**config.mk**
```make
export PLATFORM = sky130hd
export DESIGN_NAME = decode_stage
export DESIGN_NICKNAME = d
export VERILOG_FILES = /design/src/rtl/decode_pkg.sv /design/src/rtl/decode_logic.sv /design/src/rtl/decode_stage.sv
export SDC_FILE = /design/constraint.sdc
export NUM_CORES = 1
export LEC_CHECK = 0
export BUFFER_PORTS_ARGS = -buffer_cell sky130_fd_sc_hd__buf_2
export CAP_MARGIN = 20
export CORE_MARGIN = 2
export CORE_UTILIZATION = 54
export DETAILED_ROUTE_END_ITERATION = 8
export PLACE_DENSITY = 0.81
export RECOVER_POWER = 100
export SETUP_SLACK_MARGIN = 0.02
export SLEW_MARGIN = 20
export SYNTH_ARGS = -nofsm -noshare
export SYNTH_HDL_FRONTEND = slang
export SYNTH_HIERARCHICAL = 1
export SYNTH_SLANG_ARGS = --single-unit
```
**constraint.sdc**
```tcl
create_clock -name clk -period 3.5 [get_ports clk]
set_clock_uncertainty 0.05 [all_clocks]
set_input_delay 0.7 -clock clk [delete_from_list [all_inputs] [get_ports clk]]
set_output_delay 0.7 -clock clk [all_outputs]
set_load 0.01 [all_outputs]
```
**src/rtl/decode_pkg.sv**
```systemverilog
// Shared decode constants, mux encodings and the
// control bundle carried by the decode stage.
package decode_pkg;

  localparam logic [5:0] OPC_SPECIAL = 6'b000000;
  localparam logic [5:0] OPC_COP0    = 6'b010000;
  localparam logic [5:0] OPC_REGIMM  = 6'b000001;
  localparam logic [5:0] OPC_J       = 6'b000010;
  localparam logic [5:0] OPC_JAL     = 6'b000011;
  localparam logic [5:0] OPC_LW      = 6'b100011;
  localparam logic [5:0] OPC_SW      = 6'b101011;

  localparam logic [5:0] FUN_JR   = 6'b001000;
  localparam logic [5:0] FUN_JALR = 6'b001001;

  localparam logic [1:0] GPS_ALU = 2'b00;
  localparam logic [1:0] GPS_MEM = 2'b01;
  localparam logic [1:0] GPS_SHF = 2'b10;
  localparam logic [1:0] GPS_LNK = 2'b11;

  localparam logic [1:0] PCS_J    = 2'b00;
  localparam logic [1:0] PCS_JAL  = 2'b01;
  localparam logic [1:0] PCS_JR   = 2'b10;
  localparam logic [1:0] PCS_JALR = 2'b11;

  typedef enum logic [1:0] {
    CLS_R = 2'd0,
    CLS_I = 2'd1,
    CLS_J = 2'd2
  } cls_e;

  typedef struct packed {
    logic [3:0] af;
    logic       imm;
    logic       alu_sel;
    logic       gp_we;
    logic [1:0] gp_sel;
    logic [3:0] bf;
    logic       dm_we;
    logic [2:0] sh;
    logic [1:0] pc_sel;
    logic       is_jump;
    logic       is_branch;
    logic       illegal;
  } ctl_t;

  // Shifts (000xxx minus 001/101), JR/JALR,
  // 100xxx arithmetic/logic and SLT/SLTU.
  function automatic logic fun_legal(
    input logic [5:0] f
  );
    logic ok;
    ok = 1'b0;
    unique case (1'b1)
      f[5:3] == 3'b100:   ok = 1'b1;
      f[5:1] == 5'b10101: ok = 1'b1;
      f[5:1] == 5'b00100: ok = 1'b1;
      f[5:3] == 3'b000:
        ok = (f[2:0] != 3'b001) &&
             (f[2:0] != 3'b101);
      default: ok = 1'b0;
    endcase
    return ok;
  endfunction

endpackage

```
**src/rtl/decode_logic.sv**
```systemverilog
// Combinational instruction decoder: word to
// control bundle, destination and source usage.
module decode_logic
  import decode_pkg::*;
#(
  parameter int GPR_AW = 5
) (
  input  logic [31:0]       instr,
  output ctl_t              ctl,
  output logic [GPR_AW-1:0] cad,
  output logic [GPR_AW-1:0] src_a,
  output logic [GPR_AW-1:0] src_b,
  output logic              use_a,
  output logic              use_b,
  output logic              is_load
);

  logic [5:0] opc;
  logic [5:0] fun;
  logic [4:0] rs;
  logic [4:0] rt;
  logic [4:0] rd;
  cls_e       cls;
  logic       br;
  logic       ld;
  logic       st;
  logic       ialu;
  logic       shf;
  logic       jr;
  logic       jalr;
  logic       unused_shamt;

  assign opc = instr[31:26];
  assign rs  = instr[25:21];
  assign rt  = instr[20:16];
  assign rd  = instr[15:11];
  assign fun = instr[5:0];
  assign unused_shamt = ^instr[10:6];

  assign br   = (opc == OPC_REGIMM) ||
                (opc[5:2] == 4'b0001);
  assign ld   = (opc == OPC_LW);
  assign st   = (opc == OPC_SW);
  assign ialu = (opc[5:3] == 3'b001);
  assign shf  = (fun[5:3] == 3'b000);
  assign jr   = (fun == FUN_JR);
  assign jalr = (fun == FUN_JALR);

  assign src_a   = GPR_AW'(rs);
  assign src_b   = GPR_AW'(rt);
  assign is_load = ld;

  // Instruction class from the major opcode.
  always_comb begin
    cls = CLS_I;
    unique case (1'b1)
      opc == OPC_SPECIAL,
      opc == OPC_COP0: cls = CLS_R;
      opc == OPC_J,
      opc == OPC_JAL:  cls = CLS_J;
      default:         cls = CLS_I;
    endcase
  end

  // Per-class control bundle and source usage.
  always_comb begin
    ctl   = '0;
    cad   = '0;
    use_a = 1'b0;
    use_b = 1'b0;
    unique case (cls)
      CLS_R: begin
        ctl.af      = fun[3:0];
        ctl.alu_sel = 1'b1;
        ctl.illegal = !fun_legal(fun);
        ctl.gp_we   = !ctl.illegal && !jr;
        cad         = GPR_AW'(rd);
        use_a       = 1'b1;
        use_b       = 1'b1;
        if (shf) begin
          ctl.sh     = fun[2:0];
          ctl.gp_sel = GPS_SHF;
        end
        if (jr) begin
          ctl.is_jump = 1'b1;
          ctl.pc_sel  = PCS_JR;
        end
        if (jalr) begin
          ctl.is_jump = 1'b1;
          ctl.pc_sel  = PCS_JALR;
          ctl.gp_sel  = GPS_LNK;
        end
      end
      CLS_J: begin
        ctl.af      = opc[3:0];
        ctl.is_jump = 1'b1;
        ctl.pc_sel  = PCS_J;
        if (opc == OPC_JAL) begin
          cad        = '1;
          ctl.gp_we  = 1'b1;
          ctl.gp_sel = GPS_LNK;
          ctl.pc_sel = PCS_JAL;
        end
      end
      default: begin
        ctl.af      = opc[3:0];
        ctl.imm     = 1'b1;
        ctl.illegal = !(ialu | ld | st | br);
        ctl.gp_we   = ialu | ld;
        ctl.dm_we   = st;
        cad         = GPR_AW'(rt);
        use_a       = ialu | ld | st | br;
        use_b       = st | br;
        if (ld) begin
          ctl.gp_sel = GPS_MEM;
        end
      end
    endcase
    ctl.is_branch = br;
    ctl.bf = (opc == OPC_REGIMM) ?
             {3'b000, rt[0]} : opc[3:0];
  end

endmodule

```
**src/rtl/decode_stage.sv**
```systemverilog
// Registered decode stage with valid/ready flow,
// load-use interlock and saturating stall counter.
module decode_stage
  import decode_pkg::*;
#(
  parameter int GPR_AW     = 5,
  parameter int LU_BUBBLES = 1,
  parameter int STALL_W    = 16
) (
  input  logic               clk,
  input  logic               rst,
  input  logic [31:0]        in_instr,
  input  logic               in_valid,
  output logic               in_ready,
  output logic               out_valid,
  input  logic               out_ready,
  output logic [3:0]         Af,
  output logic               I,
  output logic               ALU_MUX_SEL,
  output logic [GPR_AW-1:0]  Cad,
  output logic               GP_WE,
  output logic [1:0]         GP_MUX_SEL,
  output logic [3:0]         Bf,
  output logic               DM_WE,
  output logic [2:0]         Shift_Type,
  output logic [1:0]         PC_MUX_Select,
  output logic               is_jump,
  output logic               is_branch,
  output logic               illegal,
  output logic [STALL_W-1:0] stall_cnt
);

  ctl_t              d_ctl;
  ctl_t              q_ctl;
  logic [GPR_AW-1:0] d_cad;
  logic [GPR_AW-1:0] q_cad;
  logic [GPR_AW-1:0] d_a;
  logic [GPR_AW-1:0] d_b;
  logic [GPR_AW-1:0] last_cad;
  logic              d_use_a;
  logic              d_use_b;
  logic              d_load;
  logic              q_load;
  logic [2:0]        bub_cnt;
  logic              hit_q;
  logic              hit_l;
  logic              lu_win;
  logic              haz;
  logic              accept;
  logic              xfer;

  decode_logic #(
    .GPR_AW(GPR_AW)
  ) u_dec (
    .instr   (in_instr),
    .ctl     (d_ctl),
    .cad     (d_cad),
    .src_a   (d_a),
    .src_b   (d_b),
    .use_a   (d_use_a),
    .use_b   (d_use_b),
    .is_load (d_load)
  );

  assign hit_q =
    (d_use_a && d_a != '0 && d_a == q_cad) ||
    (d_use_b && d_b != '0 && d_b == q_cad);
  assign hit_l =
    (d_use_a && d_a != '0 && d_a == last_cad) ||
    (d_use_b && d_b != '0 && d_b == last_cad);

  // The transfer cycle itself is the first
  // bubble, so only counts above one still block.
  assign lu_win = bub_cnt > 3'd1;
  assign haz = (out_valid & q_load & hit_q) |
               (lu_win & hit_l);

  assign in_ready = (!out_valid | out_ready) &
                    !haz & !rst;
  assign accept = in_valid & in_ready;
  assign xfer   = out_valid & out_ready;

  // Output register and its valid flag.
  always_ff @(posedge clk) begin
    if (rst) begin
      out_valid <= 1'b0;
      q_ctl     <= '0;
      q_cad     <= '0;
      q_load    <= 1'b0;
    end else if (accept) begin
      out_valid <= 1'b1;
      q_ctl     <= d_ctl;
      q_cad     <= d_cad;
      q_load    <= d_load;
    end else if (out_ready) begin
      out_valid <= 1'b0;
    end
  end

  // Track the last load that left the stage.
  always_ff @(posedge clk) begin
    if (rst) begin
      bub_cnt  <= '0;
      last_cad <= '0;
    end else if (xfer && q_load &&
                 q_cad != '0) begin
      bub_cnt  <= 3'(LU_BUBBLES);
      last_cad <= q_cad;
    end else if (bub_cnt != '0) begin
      bub_cnt <= bub_cnt - 3'd1;
    end
  end

  // Saturating count of hazard-stall cycles.
  always_ff @(posedge clk) begin
    if (rst) begin
      stall_cnt <= '0;
    end else if (in_valid && haz &&
                 stall_cnt != {STALL_W{1'b1}}) begin
      stall_cnt <= stall_cnt + STALL_W'(1);
    end
  end

  assign Af            = q_ctl.af;
  assign I             = q_ctl.imm;
  assign ALU_MUX_SEL   = q_ctl.alu_sel;
  assign Cad           = q_cad;
  assign GP_WE         = q_ctl.gp_we;
  assign GP_MUX_SEL    = q_ctl.gp_sel;
  assign Bf            = q_ctl.bf;
  assign DM_WE         = q_ctl.dm_we;
  assign Shift_Type    = q_ctl.sh;
  assign PC_MUX_Select = q_ctl.pc_sel;
  assign is_jump       = q_ctl.is_jump;
  assign is_branch     = q_ctl.is_branch;
  assign illegal       = q_ctl.illegal;

endmodule

```
* Yosys cells after proc, flatten, opt, wreduce, memory -nomap -nowiden
Index checks and enable logic that the tools add are counted.
** Storage, ports and cells
- Flip-flop bits (word level) :: 53
- Output and inout port bits :: 45
- Word-level logic and storage cells :: 119
** Cells by class
- Add/subtract/negate cells :: 2
- Order comparisons :: 1
- Equal/unequal tests :: 21
- Muxes and demuxes :: 28
- Bitwise gates (word level) :: 13
- Reductions and logical operators :: 35
** Operators with widths (count)
- 5-bit == test :: 4
- 16-bit by 1-bit adder with 16-bit output (second input constant) :: 1
- 16-bit != test (second input constant) :: 1
- 3-bit two-way mux :: 5
- 5-bit nonzero test :: 3
- 6-bit by 2-bit == test with 1-bit output (second input constant) :: 2
- 6-bit by 4-bit == test with 1-bit output (second input constant) :: 2
- 6-bit == test (second input constant) :: 2
- 1-bit logical AND :: 12
- 3-bit one-hot mux with 2 select lines :: 2
- 1-bit two-way mux :: 10
- 5-bit one-hot mux with 2 select lines :: 1
- 4-bit two-way mux :: 2
- 1-bit one-hot mux with 2 select lines :: 4
- 2-bit OR reduction :: 4
- 1-bit bitwise AND :: 7
- 6-bit by 1-bit == test with 1-bit output (second input constant) :: 1
- 6-bit by 5-bit == test with 1-bit output (second input constant) :: 1
- 1-bit zero test :: 6
- 6-bit zero test :: 1
- 1-bit OR :: 6
- 5-bit by 3-bit == test with 1-bit output (second input constant) :: 1
- 5-bit == test (second input constant) :: 1
- 5-bit two-way mux :: 1
- 16 further kinds :: 20

* Longest topological paths before layout
- Word-level depth :: 15
- Depth in mapped cells :: 12
- Mapped depth without buffers :: 9

* Cells and area by module
The synthesis kept the hierarchy.
** By module, submodules not included
- decode_stage :: times used 1, cells each 285, area each 2723.9 µm², sequential area each 1061.0 µm²
- decode_logic :: times used 1, cells each 82, area each 523.0 µm², sequential area each 0.0 µm²

* Least setup slack after synthesis
No wires, ideal clock.
- Path type :: input to output
- Start point :: input in_instr[29]
- End point :: output in_ready
- Arrival :: 2.530 ns
- Setup slack :: 0.220 ns
- Stages :: 8
- Buffers on the path :: 1
- Cells stage by stage :: buf_6 -> or4_2 -> o21ai_0 -> a22o_1 -> o21ai_1 -> nor4_1 -> o211ai_2 -> and3_1
** On the way
- Word-level cells in the longest chain between the ends :: 13
** Ends and longest elaborated chain
- start, declared :: RTL line decode_stage.sv:12 : input logic [31:0] in_instr,
- 6-bit by 2-bit == test with 1-bit output, or another cell as far along :: RTL line decode_logic.sv:60 : opc == OPC_JAL: cls = CLS_J;
- 2-bit OR reduction or 1-bit OR (tied branches) :: RTL line decode_logic.sv:56, decode_logic.sv:112
- 2-bit one-hot mux with 2 select lines or 1-bit OR (tied branches) :: RTL line decode_logic.sv:56, decode_logic.sv:112
- 2-bit == test, or another cell as far along :: RTL line decode_logic.sv:71 : unique case (cls)
- 1-bit one-hot mux with 2 select lines * :: RTL line decode_logic.sv:71
- named net d_use_a :: RTL line decode_stage.sv:40 : logic d_use_a;
- 1-bit logical AND * :: RTL line decode_stage.sv:66, decode_stage.sv:69
- 1-bit logical AND, on equally long branches :: RTL line decode_stage.sv:66, decode_stage.sv:69
- 1-bit logical OR, on equally long branches :: RTL line decode_stage.sv:66, decode_stage.sv:69
- 1-bit bitwise AND, on equally long branches :: RTL line decode_stage.sv:75, decode_stage.sv:76
- 1-bit OR * :: RTL line decode_stage.sv:75 : assign haz = (out_valid & q_load & hit_q) |
- 1-bit zero test * :: RTL line decode_stage.sv:79 : !haz & !rst;
- 1-bit bitwise AND * :: RTL line decode_stage.sv:78 : assign in_ready = (!out_valid | out_ready) &
- 1-bit bitwise AND * :: RTL line decode_stage.sv:79
- end, declared :: RTL line decode_stage.sv:14 : output logic in_ready,
Mark *: on every way through the listed nets, which the timed path passes. The rest lies on a longest branch.

* Worst setup path in the final report
- Start point :: input in_instr[29]
- End point :: output in_ready
** On the way
- Word-level cells in the longest chain between the ends :: 13
** Ends and longest elaborated chain
- 6-bit by 2-bit == test with 1-bit output, or another cell as far along :: RTL line decode_logic.sv:60
- 2-bit OR reduction :: RTL line decode_logic.sv:56 : unique case (1'b1)
- 2-bit one-hot mux with 2 select lines :: RTL line decode_logic.sv:56
- 2-bit == test or 2-bit zero test (tied branches) :: RTL line decode_logic.sv:71
- 1-bit one-hot mux with 2 select lines * :: RTL line decode_logic.sv:71
- named net d_use_b :: RTL line decode_stage.sv:41 : logic d_use_b;
- 1-bit logical AND * :: RTL line decode_stage.sv:67, decode_stage.sv:70
- 1-bit logical AND, on equally long branches :: RTL line decode_stage.sv:67, decode_stage.sv:70
- 1-bit logical OR, on equally long branches :: RTL line decode_stage.sv:66, decode_stage.sv:69
- 1-bit bitwise AND, on equally long branches :: RTL line decode_stage.sv:75, decode_stage.sv:76
- 1-bit OR * :: RTL line decode_stage.sv:75
- 1-bit zero test * :: RTL line decode_stage.sv:79
- 1-bit bitwise AND * :: RTL line decode_stage.sv:78
- 1-bit bitwise AND * :: RTL line decode_stage.sv:79
Marks and branches as above.

==> flow_summary.ini <==
[status]
outcome = finished, final reports clean

[place]
dp_hpwl_um = 5393
placed_area_um2 = 3641
routabilityCongestion = 0.8707
numPortBuffers = 75

[pwr]
clock_power_share_pct = 27.1
combPwrFrac_pct = 20.7
p_seq_share_pct = 52.3
p_int_uw = 918.1
leakagePower_uw = 0.001541
power.share.switching_pct = 28.25
pwr_density_cell_nw_per_um2 = 348.9
peakVddDrop_v = 0.0003049
switchingPower_uw = 361.5

[synth]
async_reset_ff_share_pct = 0
syn_inst = 367
yosys.area.top_type_share_pct = 32.68
synth_edf_count = 0
avgSynthCellArea_um2 = 8.847
synth_flop_cell = dfxtp_1
ys_seq_elements = 53
yosysWarnings = 6
synth_area_leaders = dfxtp_1 33%, mux2_1 8.7%, nor2b_1 8.5%
ys_types = 54
syn_area_um2 = 3247
syn_nets = 407
synth_area_leader_cell = dfxtp_1
seq_area_frac_synth_pct = 32.68

[layout]
nets = 473
fin_area_um2 = 3667
area_delta_synth_final_pct = 12.95
fillers = 513
drive_gt1_share_pct = 18.01
antenna_cells = 0

[timing]
maxSlewViolCount = 0
period_share_pct = 97.99
worst_pin_slew_ns = 0.8352
setup_violations = 0
finalCriticalPeriod_ns = 3.430
timing.fmax_mhz = 291.6
fin_setup_tns_ns = 0
slew-limit-headroom_pct = 44.32
hold_viol = 0

[critical_path]
r2r-end = I$_SDFFE_PP0P_
cp.arrival_ns = 2.68
max_stage_delay_ns = 0.43
cp_common_cell = buf_4
worstReg2RegStart = Cad[4]$_SDFFE_PP0P_
crit_required_ns = 2.75
slowest_stage = or3_4
worstSetupEndpointType = primary output
rr_worst_depth = 8
critPathMaxFanout = 8
r2r_setup_slack_ns = 0.85
cp-start-kind = primary input
critical_path.cell_chain = clkbuf_1 > buf_4 > or3_4 > nor3_4 > or3_1 > o21ai_1 > nor4_2 > buf_4 > o22ai_1 > and3_1 > buf_2
critPathKind = primary input to primary output

[global_route]
grt_pass1_wl_um = 12100
antenna_found_initial = 0
grt_overflow = 0
grt_max_degree = 67
track_usage_pct = 22.54
grt_pass1_vias = 2690

[die]
initial_core_util_pct = 55.50
io_pins = 81
dieWidth_um = 81.54
dieArea_um2 = 6649
core.rowCount = 28
die_h_um = 81.54
core_area_um2 = 5851

[clock_tree]
clkSinkCount = 53
cts_tree = built
h-tree-depth = 2
cts_buffer_depth = 2
cts_made_buffers = 5
cts_hold_buf = 0
clock_latency_ns = 0.29
clk_pin_slew_ns = 0.09
cts_post_setup_buffers_inserted = 0
clockRootBuffer = clkbuf_8

[drt]
drtIter0Drc = 169
drcViolationCount = 0
wl_um = 7417
ant_nets = 0
first_pass_iters = 5
routed_via_density = 5.699
wl_per_cell_um = 14.60
routed-via-count = 2895

[job]
cap_violations = 0

[min_path]
worstHoldPathType = register to register
hold_end = last_cad[2]$_SDFFE_PP0P_
min-delay-start = last_cad[2]$_SDFFE_PP0P_
whs_path_depth = 2
[worst max-delay path, delay by kind of cell]
kind,cells,cell delay [ns]
AND/OR/NAND/NOR,5,1.21
buffers and inverters,4,0.61
AO/OA/AOI/OAI,2,0.18
[registers in the layout (all words and copies together) (netlist names), 2 cells and up]
signal,flops
Af,4
Bf,4
Cad,5
GP_MUX_SEL,2
PC_MUX_Select,2
Shift_Type,3
bub_cnt,3
last_cad,5
stall_cnt,16
[cell usage after synthesis (all sizes together) (6+ instances only)]
cell type,n
a21oi,21
and3,8
buf,20
clkbuf,10
dfxtp,53
inv,6
mux2,41
nand2,22
nand3,17
nand4,8
nor2,23
nor2b,44
nor4,8
o21ai,11
xnor2,13
xor2,8
[cells in the final DEF, fill, tap and decap left out, types with 7 or more instances in the layout]
master / n
nand2_1: 22
mux2_4: 9
o21ai_0: 8
nor2_1: 23
nand4_1: 8
and3_1: 8
nand3_1: 17
mux2_2: 7
clkbuf_1: 48
nor2b_1: 44
buf_2: 30
xor2_1: 8
buf_4: 11
a21oi_1: 21
mux2_1: 25
xnor2_1: 13
dfxtp_1: 53
[how the worst max path moves through the flow]
stage / end / depth (start not counted) / from
finish: in_ready / 11 / in_instr[29]
global route: in_ready / 11 / in_instr[29]
CTS: in_ready / 12 / in_instr[26]
detailed placement: in_ready / 9 / in_instr[29]
global placement: in_ready / 12 / in_instr[26]
floorplan: in_ready / 8 / in_instr[29]
[layout make-up]
class	instances	area (µm²)	area share (%)
Clock buffer	7	86.33	2.354
Inverter	6	22.52	0.6141
Multi-Input combinational cell	277	1982	54.04
Sequential cell	53	1061	28.93
Tap cell	75	93.84	2.559
Timing Repair Buffer	90	421.7	11.50
[metrics by stage]
stage	util [%]	std cells	hold WS [ns]	setup WS [ns]	total power, µW
after global placement	62.23	501	0.4396	0.02364	936.9
after detailed placement	62.23	501	0.4481	0.001469	948.7
after CTS	63.82	508	0.4610	0.07671	1292
after floorplan	-	367	0.4220	0.2198	873.3
after global routing	62.68	508	0.4896	-0.05925	1344
final	62.68	508	0.4596	0.07044	1280
[timing repair]
item,CTS,global route
pin swaps,1,2
cloned,0,0
endpoints found under the setup margin,1,1
gates resized for setup,1,2
endpoints found under the hold margin,0,0
[metal layers]
layer / wire length (µm) / track usage [%]
met1: 3282 / 29.51
met2: 3544 / 38.85
met3: 488 / 3.407
met4: 102 / 5.593
met5: 0 / 0
[power groups by stage]
stage	Clock, µW	Combinational (µW)	Sequential, µW
2_1_floorplan	0	191	683
3_3_place_gp	0	258	679
3_5_place_dp	0	268	681
4_1_cts	353	271	668
5_1_grt	377	293	674
6_report	346	265	669
[cell families (layout without fill, tap and decap cells)]
family                     Yosys count  count (layout)  share of synthesized area (%)
and+or+nand+nor                    150             150                          25.59
AOI/OAI and AO/OA                   59              59                          11.79
DFF                                 53              53                          32.68
muxes                               43              43                          15.88
buffers and inverters               37             103                          6.859
xor gates and xnor gates            21              21                          5.665
adders and majority gates            4               4                          1.541
No activity file was read; power rests on OpenSTA's default activity.
